<file path="src/rtl/processing_element_controller_pkg.sv">
// Shared MMIO widths and controller state encoding for the processing-element host sequencer.
// Latency: n/a (types and constants only).
// Backpressure: n/a.
package processing_element_controller_pkg;

    localparam int TIA_MMIO_INDEX_WIDTH = 8;
    localparam int TIA_MMIO_DATA_WIDTH  = 32;

    typedef enum logic [3:0] {
        ST_IDLE,
        ST_FETCH,
        ST_CAPTURE,
        ST_WRITE,
        ST_RUN,
        ST_READ,
        ST_RESULT,
        ST_DONE,
        ST_ERROR
    } processing_element_controller_state_t;

endpackage

</file>
<file path="src/rtl/processing_element_controller_mmio_host_port.sv">
// Single outstanding MMIO transaction engine (write or read) over a req/ack host interface.
// Latency: req rises the cycle after a start pulse; the done pulse coincides with the ack cycle.
// Backpressure: req, index and data hold until ack; an ack while req is low is ignored.
module mmio_host_port
    import processing_element_controller_pkg::*;
(
    input  logic                            clock,
    input  logic                            reset,
    input  logic                            write_start,
    input  logic                            read_start,
    input  logic [TIA_MMIO_INDEX_WIDTH-1:0] start_index,
    input  logic [TIA_MMIO_DATA_WIDTH-1:0]  start_data,
    input  logic                            write_ack,
    input  logic                            read_ack,
    input  logic [TIA_MMIO_DATA_WIDTH-1:0]  read_data,
    output logic                            write_req,
    output logic                            read_req,
    output logic [TIA_MMIO_INDEX_WIDTH-1:0] index,
    output logic [TIA_MMIO_DATA_WIDTH-1:0]  write_data,
    output logic [TIA_MMIO_DATA_WIDTH-1:0]  read_result,
    output logic                            write_done,
    output logic                            read_done
);

    assign write_done = write_req & write_ack;
    assign read_done  = read_req & read_ack;

    always_ff @(posedge clock) begin
        if (reset) begin
            write_req   <= 1'b0;
            read_req    <= 1'b0;
            index       <= '0;
            write_data  <= '0;
            read_result <= '0;
        end else begin
            if (write_start) begin
                write_req  <= 1'b1;
                index      <= start_index;
                write_data <= start_data;
            end else if (write_done) begin
                write_req <= 1'b0;
            end

            if (read_start) begin
                read_req <= 1'b1;
                index    <= start_index;
            end else if (read_done) begin
                read_req    <= 1'b0;
                read_result <= read_data;
            end
        end
    end

endmodule

</file>
<file path="src/rtl/processing_element_controller.sv">
// Host-side PE sequencer: config load over MMIO, run to quiescence or timeout, MMIO readback stream.
// Latency: 3+ cycles per config word, 1 cycle start-to-RUN when empty, 2+ cycles per readback word.
// Backpressure: MMIO stalls on write/read ack; the result stream holds valid/index/data until ready.
module processing_element_controller
    import processing_element_controller_pkg::*;
#(
    parameter int CONFIG_ADDR_WIDTH = 8,
    parameter int TIMEOUT_WIDTH     = 32
) (
    input  logic                            clock,
    input  logic                            reset,
    input  logic                            start,
    input  logic [CONFIG_ADDR_WIDTH:0]      config_length,
    input  logic [TIA_MMIO_INDEX_WIDTH-1:0] result_base_index,
    input  logic [TIA_MMIO_INDEX_WIDTH-1:0] result_count,
    input  logic [TIMEOUT_WIDTH-1:0]        timeout_limit,
    output logic                            config_read_en,
    output logic [CONFIG_ADDR_WIDTH-1:0]    config_read_addr,
    input  logic [TIA_MMIO_INDEX_WIDTH-1:0] config_read_index,
    input  logic [TIA_MMIO_DATA_WIDTH-1:0]  config_read_data,
    output logic                            pe_enable,
    output logic                            pe_execute,
    input  logic                            pe_halted,
    input  logic                            pe_channels_quiescent,
    input  logic                            pe_router_quiescent,
    output logic                            host_interface_write_req,
    input  logic                            host_interface_write_ack,
    output logic [TIA_MMIO_INDEX_WIDTH-1:0] host_interface_write_index,
    output logic [TIA_MMIO_DATA_WIDTH-1:0]  host_interface_write_data,
    output logic                            host_interface_read_req,
    input  logic                            host_interface_read_ack,
    output logic [TIA_MMIO_INDEX_WIDTH-1:0] host_interface_read_index,
    input  logic [TIA_MMIO_DATA_WIDTH-1:0]  host_interface_read_data,
    output logic                            result_valid,
    input  logic                            result_ready,
    output logic [TIA_MMIO_INDEX_WIDTH-1:0] result_index,
    output logic [TIA_MMIO_DATA_WIDTH-1:0]  result_data,
    output logic                            busy,
    output logic                            done,
    output logic                            error
);

    localparam int CW = CONFIG_ADDR_WIDTH + 1;
    localparam int IW = TIA_MMIO_INDEX_WIDTH;

    processing_element_controller_state_t state, state_nxt;

    logic [CW-1:0]            cfg_len_q;
    logic [CW-1:0]            word_cnt;
    logic [IW-1:0]            base_q;
    logic [IW-1:0]            res_cnt_q;
    logic [IW-1:0]            res_k;
    logic [TIMEOUT_WIDTH-1:0] timeout_q;
    logic [TIMEOUT_WIDTH-1:0] run_cnt;

    logic          accept;
    logic          wr_issue;
    logic          rd_issue;
    logic          wr_done;
    logic          rd_done;
    logic [IW-1:0] port_index;
    logic [IW-1:0] rd_issue_index;
    logic [IW-1:0] issue_index;
    logic [TIA_MMIO_DATA_WIDTH-1:0] port_rdata;

    logic last_word;
    logic last_result;
    logic run_complete;
    logic run_timeout;

    assign last_word    = (word_cnt + CW'(1)) == cfg_len_q;
    assign last_result  = (res_k + IW'(1)) == res_cnt_q;
    assign run_complete = pe_halted & pe_channels_quiescent & pe_router_quiescent;
    // run_cnt counts RUN cycles already completed, so +1 includes the current one.
    assign run_timeout  = (timeout_q != '0) && ((run_cnt + TIMEOUT_WIDTH'(1)) == timeout_q);

    // In RUN res_k is still 0; in RESULT the next read follows the word being handed off.
    assign rd_issue_index = base_q + ((state == ST_RESULT) ? (res_k + IW'(1)) : res_k);
    assign issue_index    = wr_issue ? config_read_index : rd_issue_index;

    mmio_host_port u_port (
        .clock       (clock),
        .reset       (reset),
        .write_start (wr_issue),
        .read_start  (rd_issue),
        .start_index (issue_index),
        .start_data  (config_read_data),
        .write_ack   (host_interface_write_ack),
        .read_ack    (host_interface_read_ack),
        .read_data   (host_interface_read_data),
        .write_req   (host_interface_write_req),
        .read_req    (host_interface_read_req),
        .index       (port_index),
        .write_data  (host_interface_write_data),
        .read_result (port_rdata),
        .write_done  (wr_done),
        .read_done   (rd_done)
    );

    always_ff @(posedge clock) begin
        if (reset) begin
            state <= ST_IDLE;
        end else begin
            state <= state_nxt;
        end
    end

    always_comb begin
        state_nxt = state;
        accept    = 1'b0;
        wr_issue  = 1'b0;
        rd_issue  = 1'b0;
        case (state)
            ST_IDLE, ST_DONE, ST_ERROR: begin
                if (start) begin
                    accept    = 1'b1;
                    state_nxt = (config_length != '0) ? ST_FETCH : ST_RUN;
                end
            end
            ST_FETCH:   state_nxt = ST_CAPTURE;
            ST_CAPTURE: begin
                wr_issue  = 1'b1;
                state_nxt = ST_WRITE;
            end
            ST_WRITE: begin
                if (wr_done) begin
                    state_nxt = last_word ? ST_RUN : ST_FETCH;
                end
            end
            ST_RUN: begin
                if (run_complete) begin
                    if (res_cnt_q == '0) begin
                        state_nxt = ST_DONE;
                    end else begin
                        rd_issue  = 1'b1;
                        state_nxt = ST_READ;
                    end
                end else if (run_timeout) begin
                    state_nxt = ST_ERROR;
                end
            end
            ST_READ: begin
                if (rd_done) begin
                    state_nxt = ST_RESULT;
                end
            end
            ST_RESULT: begin
                if (result_ready) begin
                    if (last_result) begin
                        state_nxt = ST_DONE;
                    end else begin
                        rd_issue  = 1'b1;
                        state_nxt = ST_READ;
                    end
                end
            end
            default: state_nxt = ST_IDLE;
        endcase
    end

    always_ff @(posedge clock) begin
        if (reset) begin
            cfg_len_q <= '0;
            word_cnt  <= '0;
            base_q    <= '0;
            res_cnt_q <= '0;
            res_k     <= '0;
            timeout_q <= '0;
            run_cnt   <= '0;
            done      <= 1'b0;
            error     <= 1'b0;
        end else begin
            if (accept) begin
                cfg_len_q <= config_length;
                base_q    <= result_base_index;
                res_cnt_q <= result_count;
                timeout_q <= timeout_limit;
                word_cnt  <= '0;
                res_k     <= '0;
            end else begin
                if (state == ST_WRITE && wr_done) begin
                    word_cnt <= word_cnt + CW'(1);
                end
                if (state == ST_RESULT && result_ready) begin
                    res_k <= res_k + IW'(1);
                end
            end
            run_cnt <= (state == ST_RUN) ? (run_cnt + TIMEOUT_WIDTH'(1)) : '0;
            done    <= accept ? 1'b0 : (done | (state_nxt == ST_DONE));
            error   <= accept ? 1'b0 : (error | (state_nxt == ST_ERROR));
        end
    end

    assign config_read_en             = (state == ST_FETCH);
    assign config_read_addr           = config_read_en ? word_cnt[CONFIG_ADDR_WIDTH-1:0] : '0;
    assign pe_enable                  = (state != ST_IDLE);
    assign pe_execute                 = (state == ST_RUN);
    assign host_interface_write_index = port_index;
    assign host_interface_read_index  = port_index;
    assign result_valid               = (state == ST_RESULT);
    assign result_index               = port_index;
    assign result_data                = port_rdata;
    assign busy = !(state == ST_IDLE || state == ST_DONE || state == ST_ERROR);

endmodule

</file>
<file path="config.mk">
export PLATFORM = sky130hd
export DESIGN_NAME = processing_element_controller
export DESIGN_NICKNAME = d
export VERILOG_FILES = /design/src/rtl/processing_element_controller_pkg.sv /design/src/rtl/processing_element_controller_mmio_host_port.sv /design/src/rtl/processing_element_controller.sv
export SDC_FILE = /design/constraint.sdc
export NUM_CORES = 1
export LEC_CHECK = 0
export BUFFER_PORTS_ARGS = -buffer_cell sky130_fd_sc_hd__buf_4
export CORE_UTILIZATION = 53
export DETAILED_ROUTE_END_ITERATION = 8
export MAX_ROUTING_LAYER = met4
export PLACE_DENSITY_LB_ADDON = 0.15
export SYNTH_ARGS = -nofsm -noshare
export SYNTH_HDL_FRONTEND = slang
export SYNTH_SLANG_ARGS = --single-unit
</file>
<file path="constraint.sdc">
create_clock -name clock -period 3.75 [get_ports clock]
set_input_delay 0.5625 -clock clock [delete_from_list [all_inputs] [get_ports clock]]
set_output_delay 0.5625 -clock clock [all_outputs]
set_load 0.05 [all_outputs]
</file>
After elaboration in Yosys (flattened, before gate mapping):

Cells that the tools add are included.

* add/subtract/negate cells: 4
* eq/ne operators: 13
* muxes and demuxes: 28
* bitwise gates (word level): 8
* reduce and logical (&&, ||, !) cells: 18

Operators by type and width (count)
* $mux 8: 5
* $add 32x1->32 const B: 1
* $eq 32x32->1: 1
* $reduce_bool 32->1: 1
* $pmux 4 s7: 1
* $mux 4: 6
* $eq 4x3->1 const B: 5
* $mux 1: 11
* $add 9x1->9 const B: 1
* $eq 9x9->1: 1
* $reduce_bool 9->1: 1
* $add 8x1->8 const B: 1
* $add 8x8->8: 1
* $eq 4x2->1 const B: 2
* $eq 4x4->1 const B: 2
* $eq 8x8->1: 1
* $logic_not 8->1: 1
* $mux 3: 2
* $reduce_bool 2->1: 3
* $and 1x1->1: 4
* $eq 4x1->1 const B: 1
* $logic_not 4->1: 1
* $mux 2: 2
* $reduce_bool 4->1: 1
* other kinds (9): 15

* bits in registers: 186
* bits of input ports: 138
* output and inout port bits: 105
* word-level logic and storage cells: 86

Depth between registers and ports, before layout:

* depth after elaboration: 8
* depth in mapped cells: 15
* mapped depth without buffers: 14

Cells and area by module:

Synthesis repeated with hierarchy kept, for this count alone.

* cells, all modules: 1136
* area total of the unflattened synthesis: 9520.4 sq um

Modules (own cells, without submodules)
* processing_element_controller: times used 1, cells each 848, area an instance 6522.5 sq um, sequential area each 2242.2 sq um
* mmio_host_port: times used 1, cells each 288, area an instance 2997.9 sq um, sequential area each 1481.4 sq um

Worst setup path before layout:

Ideal clock, no wire load.

* kind: register to register
* from: register state[3]
* to: register u_port.index[7]
* library setup time: 0.086 ns
* data arrival time: 3.224 ns
* data required time: 3.664 ns
* path slack: 0.440 ns
* stages on the path, launching flop included: 16
* path buffers: 1
* clock period less this slack: 3.310 ns
* cell sequence: dfxtp_1 clkbuf_1 nor2b_1 nand2_1 clkinv_1 nand2_1 nand2_1 ha_1 a21o_1 a21oi_1 nor2b_1 o21a_1 o41a_1 xnor2_1 mux2i_1 a211oi_1

* word-level cells in the longest chain between the ends: 6
* elaborated cells between the ends (all ways): 11
* classes of those cells: 1 x add/sub; 3 x eq/ne; 6 x mux; 1 x reduce/logical

RTL lines
* start: declaration: line processing_element_controller.sv:46 `processing_element_controller_state_t state, state_nxt;`
* start signal: assignment: line processing_element_controller.sv:104 `state <= state_nxt;`
* $eq 4x3->1 (*)
* via result_valid: line processing_element_controller.sv:34 `output logic result_valid,`
* $mux 8: line processing_element_controller.sv:78 `assign rd_issue_index = base_q + ((state == ST_RESULT) ? (res_k + IW'(1)) : res_k);`
* $add 8x8->8: line processing_element_controller.sv:78
* $mux 8: line processing_element_controller.sv:79 `assign issue_index = wr_issue ? config_read_index : rd_issue_index;`
* $mux 8: line processing_element_controller_mmio_host_port.sv:36 `if (write_start) begin`
* $mux 8: line processing_element_controller_mmio_host_port.sv:44 `if (read_start) begin`
* end signal: assignment: line processing_element_controller_mmio_host_port.sv:38 `index <= start_index;`
* end signal: assignment: line processing_element_controller_mmio_host_port.sv:46 `index <= start_index;`
* end: declaration: line processing_element_controller_mmio_host_port.sv:18 `output logic [TIA_MMIO_INDEX_WIDTH-1:0] index,`

Mark *: on every way through the listed nets, which the timed path passes. The rest lies on a longest branch. The select of a mux whose other input is x is not followed.
A chain may end at the register's enable or synchronous reset.

Worst setup path after layout:

* from: register state[3]
* to: register u_port.index[7]

* word-level cells in the longest chain between the ends: 6
* elaborated cells between the ends (all ways): 11
* classes of those cells: 1 x add/sub; 3 x eq/ne; 6 x mux; 1 x reduce/logical

RTL lines (line)
* $eq 4x3->1: processing_element_controller.sv:78, processing_element_controller.sv:113
* $mux 8: processing_element_controller.sv:78
* $add 8x8->8: processing_element_controller.sv:78
* $mux 8: processing_element_controller.sv:79
* $mux 8: processing_element_controller_mmio_host_port.sv:36
* $mux 8: processing_element_controller_mmio_host_port.sv:44

Parallel ways exist; a longest one is shown, timed or not. The select of a mux whose other input is x is not followed.

==> summary.md <==
| Metric | Value |
|---|---|
| CTS Hold Bufs | `0` |
| Cells after DPL | `1555` |
| Register area | `3724 µm²` |
| # rows | `47` |
| Setup WS post-layout | `0.4776 ns` |
| Unrepaired setup endpoints after global routing | `no` |
| Fin crit share | `0.8726` |
| Pwr dens | `521.9 nW/µm²` |
| # DRC | `0` |
| F_max | `305.6 MHz` |
| Outcome | `completed` |
| First-pass GRT wire length | `41780 µm` |
| Antenna viol nets, final | `0` |
| Leakage Power | `4.635 nW` |
| Critical path class | `register to register` |
| Most frequent cells in the layout | `282 x nand2_1, 259 x buf_4, 186 x dfxtp_1, 152 x a21oi_1, 79 x nor2_1` |
| Cells after Synth | `1161` |
| Area Overhead vs Synth | `26.69%` |
| Die area | `17620 µm²` |
| Setup violators final | `0` |
| Area contributors post-synth | `dfxtp_1 41%, nand2_1 12%, a21oi_1 8.4%` |
| CTS tree | `done` |
| Rel. slew slack | `0.4812` |
| Min Tclk post-route | `3.272 ns` |
| Vias in the first global route | `8346` |
| Largest area contributor in the netlist | `dfxtp_1` |
| Clock Skew | `0.01072 ns` |
| Gr usage total | `0.3063` |
| Met2 WL | `12880 µm` |
| Clock Path Buffers | `2` |
| EDFF count, synth | `0` |
| Maximum level of the CTS H-tree | `4` |
| # resized after CTS | `0` |
| Synthesized area per cell | `7.805 µm²` |
| Latest clock arrival within the worst-skew pair | `0.44 ns` |
| DR vias/cell | `5.459` |
| Post-synth top area share | `0.4109` |
| Yosys reg bits | `186` |
| First-pass DRT Iterations | `5` |
| Top Metal Used | `met4` |
| Avg WL per Cell | `16.24 µm` |
| Initial antenna violation count | `0` |
| Via count | `8664` |
| Critical path arrival | `3.62 ns` |
| Crit Path Max Fanout | `10` |
| GRT overflow | `0` |
| Sum Neg Setup Slack | `0 ns` |
| Clock root buffer | `clkbuf_16` |
| Num CTS Buffers | `17` |
| Die height | `132.8 µm` |
| Die width | `132.8 µm` |
| Least-Margin Pin Slew | `0.7723 ns` |
| Max Slew Vio Count | `0` |
| Met1 wire length | `10930 µm` |
| Port bufs | `242` |
| Synth Flop Type | `dfxtp_1` |
| Clock-pin slew on the worst setup and hold paths | `0.08 ns` |
| Max-cap viol count | `0` |
| DRT Wirelength | `25770 µm` |
| Worst Setup Start Kind | `register` |
| Total core area | `16640 µm²` |
| Initial Util | `0.5445` |
| Post-Route Utilization | `0.6898` |
| Pre-CTS setup slack | `0.5527 ns` |
| VDD IR-drop max | `0.3843 mV` |
| Post-placement cell area | `10890 µm²` |
| Layout cells sized above 1 | `0.2231` |
| CP endpoint kind | `register` |
| Pin count of the biggest net entering global routing | `67` |
| CP required | `4.10 ns` |
| IO Pins | `243` |
| CTS sink count | `186` |
| Async SR Flop Fraction | `0` |
| Area of the multi-input gates | `4888 µm²` |
| Hold WC Path Type | `input port to register` |
| Post-synthesis cell type count | `69` |
| Layout fillers | `1409` |
| Post-DP HPWL | `18950 µm` |
| Sequential-to-total area share from yosys stat | `0.4109` |
| Non-Filler Instances | `1587` |
| Commonest non-fill, non-tap cell in the layout | `nand2_1` |
| Routed wl met3 | `1299 µm` |
| Initial DRC Count | `525` |
| Design Area, Final | `11480 µm²` |
| Synthesized cell area | `9061 µm²` |
| Layout Nets | `1503` |
| Post-CTS Setup Bufs | `0` |
| Routability cong. | `0.9764` |
| Final Hold Viols | `0` |
| Diodes inserted | `0` |
| Yosys warning count | `0` |
| Mapped Nets | `1310` |
where the power goes:
part / total, mW / switching, mW / internal, mW
sequential: 2.35 / 0.182 / 2.16
combinational: 1.83 / 1.20 / 0.624
clock: 1.82 / 0.841 / 0.976
synth_stat cells, drive strengths merged, types with 14 or more instances:
library cell,instances
nand2,283
dfxtp,186
a21oi,152
nor2,79
clkbuf,61
xnor2,47
xor2,44
nand3,31
buf,24
o21ai,24
nand4,22
nor4,19
and2,15
inv,15
nand2b,14
logic make-up after synthesis:
family / Yosys count / share of synthesized area
AND/OR/NAND/NOR: 532 / 0.2709
multiplexers: 9 / 0.01022
adder cells (fa/ha/maj): 11 / 0.01602
buffers and inverters: 101 / 0.05054
XOR/XNOR: 93 / 0.09293
AO/OA/AOI/OAI: 229 / 0.1484
flip-flops: 186 / 0.4109
worst paths after layout:
kind                        startpoint                    end  slack (ns)  depth (start not counted)
setup / recovery              state[3]        u_port.index[7]        0.48                         14
hold / removal    config_read_data[14]  u_port.write_data[14]        0.37                          3
setup reg to reg              state[3]        u_port.index[7]        0.48                         14
hold reg to reg   u_port.write_data[4]   u_port.write_data[4]        0.45                          2
per-layer routing:
metal  global-route usage  vias to the layer above
met4              0.09579                        0
met1               0.3591                     4006
met5                    -                        -
met3              0.06322                       54
li1                     -                     4320
met2               0.5240                      284
layout make-up:
cell class,instances,area share
multi-input combinational,874,0.4258
sequential,186,0.3244
timing repair buffer,259,0.1694
clock buffer,20,0.03978
tap,220,0.02398
clock inverter,12,0.01144
inverter,16,0.005232
worst max-delay path, stage by stage, from the launching register on:
cell and delay (ns):
dfxtp_1 0.52, nor2b_1 0.15, nand2_1 0.24, clkinv_1 0.30, nand2_1 0.14, nand2_1 0.10
ha_1 0.28, a21o_1 0.17, a21oi_1 0.22, nor2b_1 0.08, o21a_1 0.18, o41a_1 0.32
xnor2_1 0.16, mux2i_1 0.08, a211oi_1 0.23
state kept, by name, summed over array words and instances (netlist names), 9 cells and up:
signal,flops
cfg_len_q,9
timeout_q,32
word_cnt,9
u_port.read_result,32
u_port.write_data,32
run_cnt,32
metrics by stage:
step | total power, mW | hold WS (ns)
floorplan | 3.671 | 0.4406
global placement | 4.202 | 0.4421
detailed placement | 4.223 | 0.4466
CTS | 6.028 | 0.3512
global route | 6.270 | 0.3474
finish | 5.992 | 0.3655
Power figures use the tool's default switching activity.
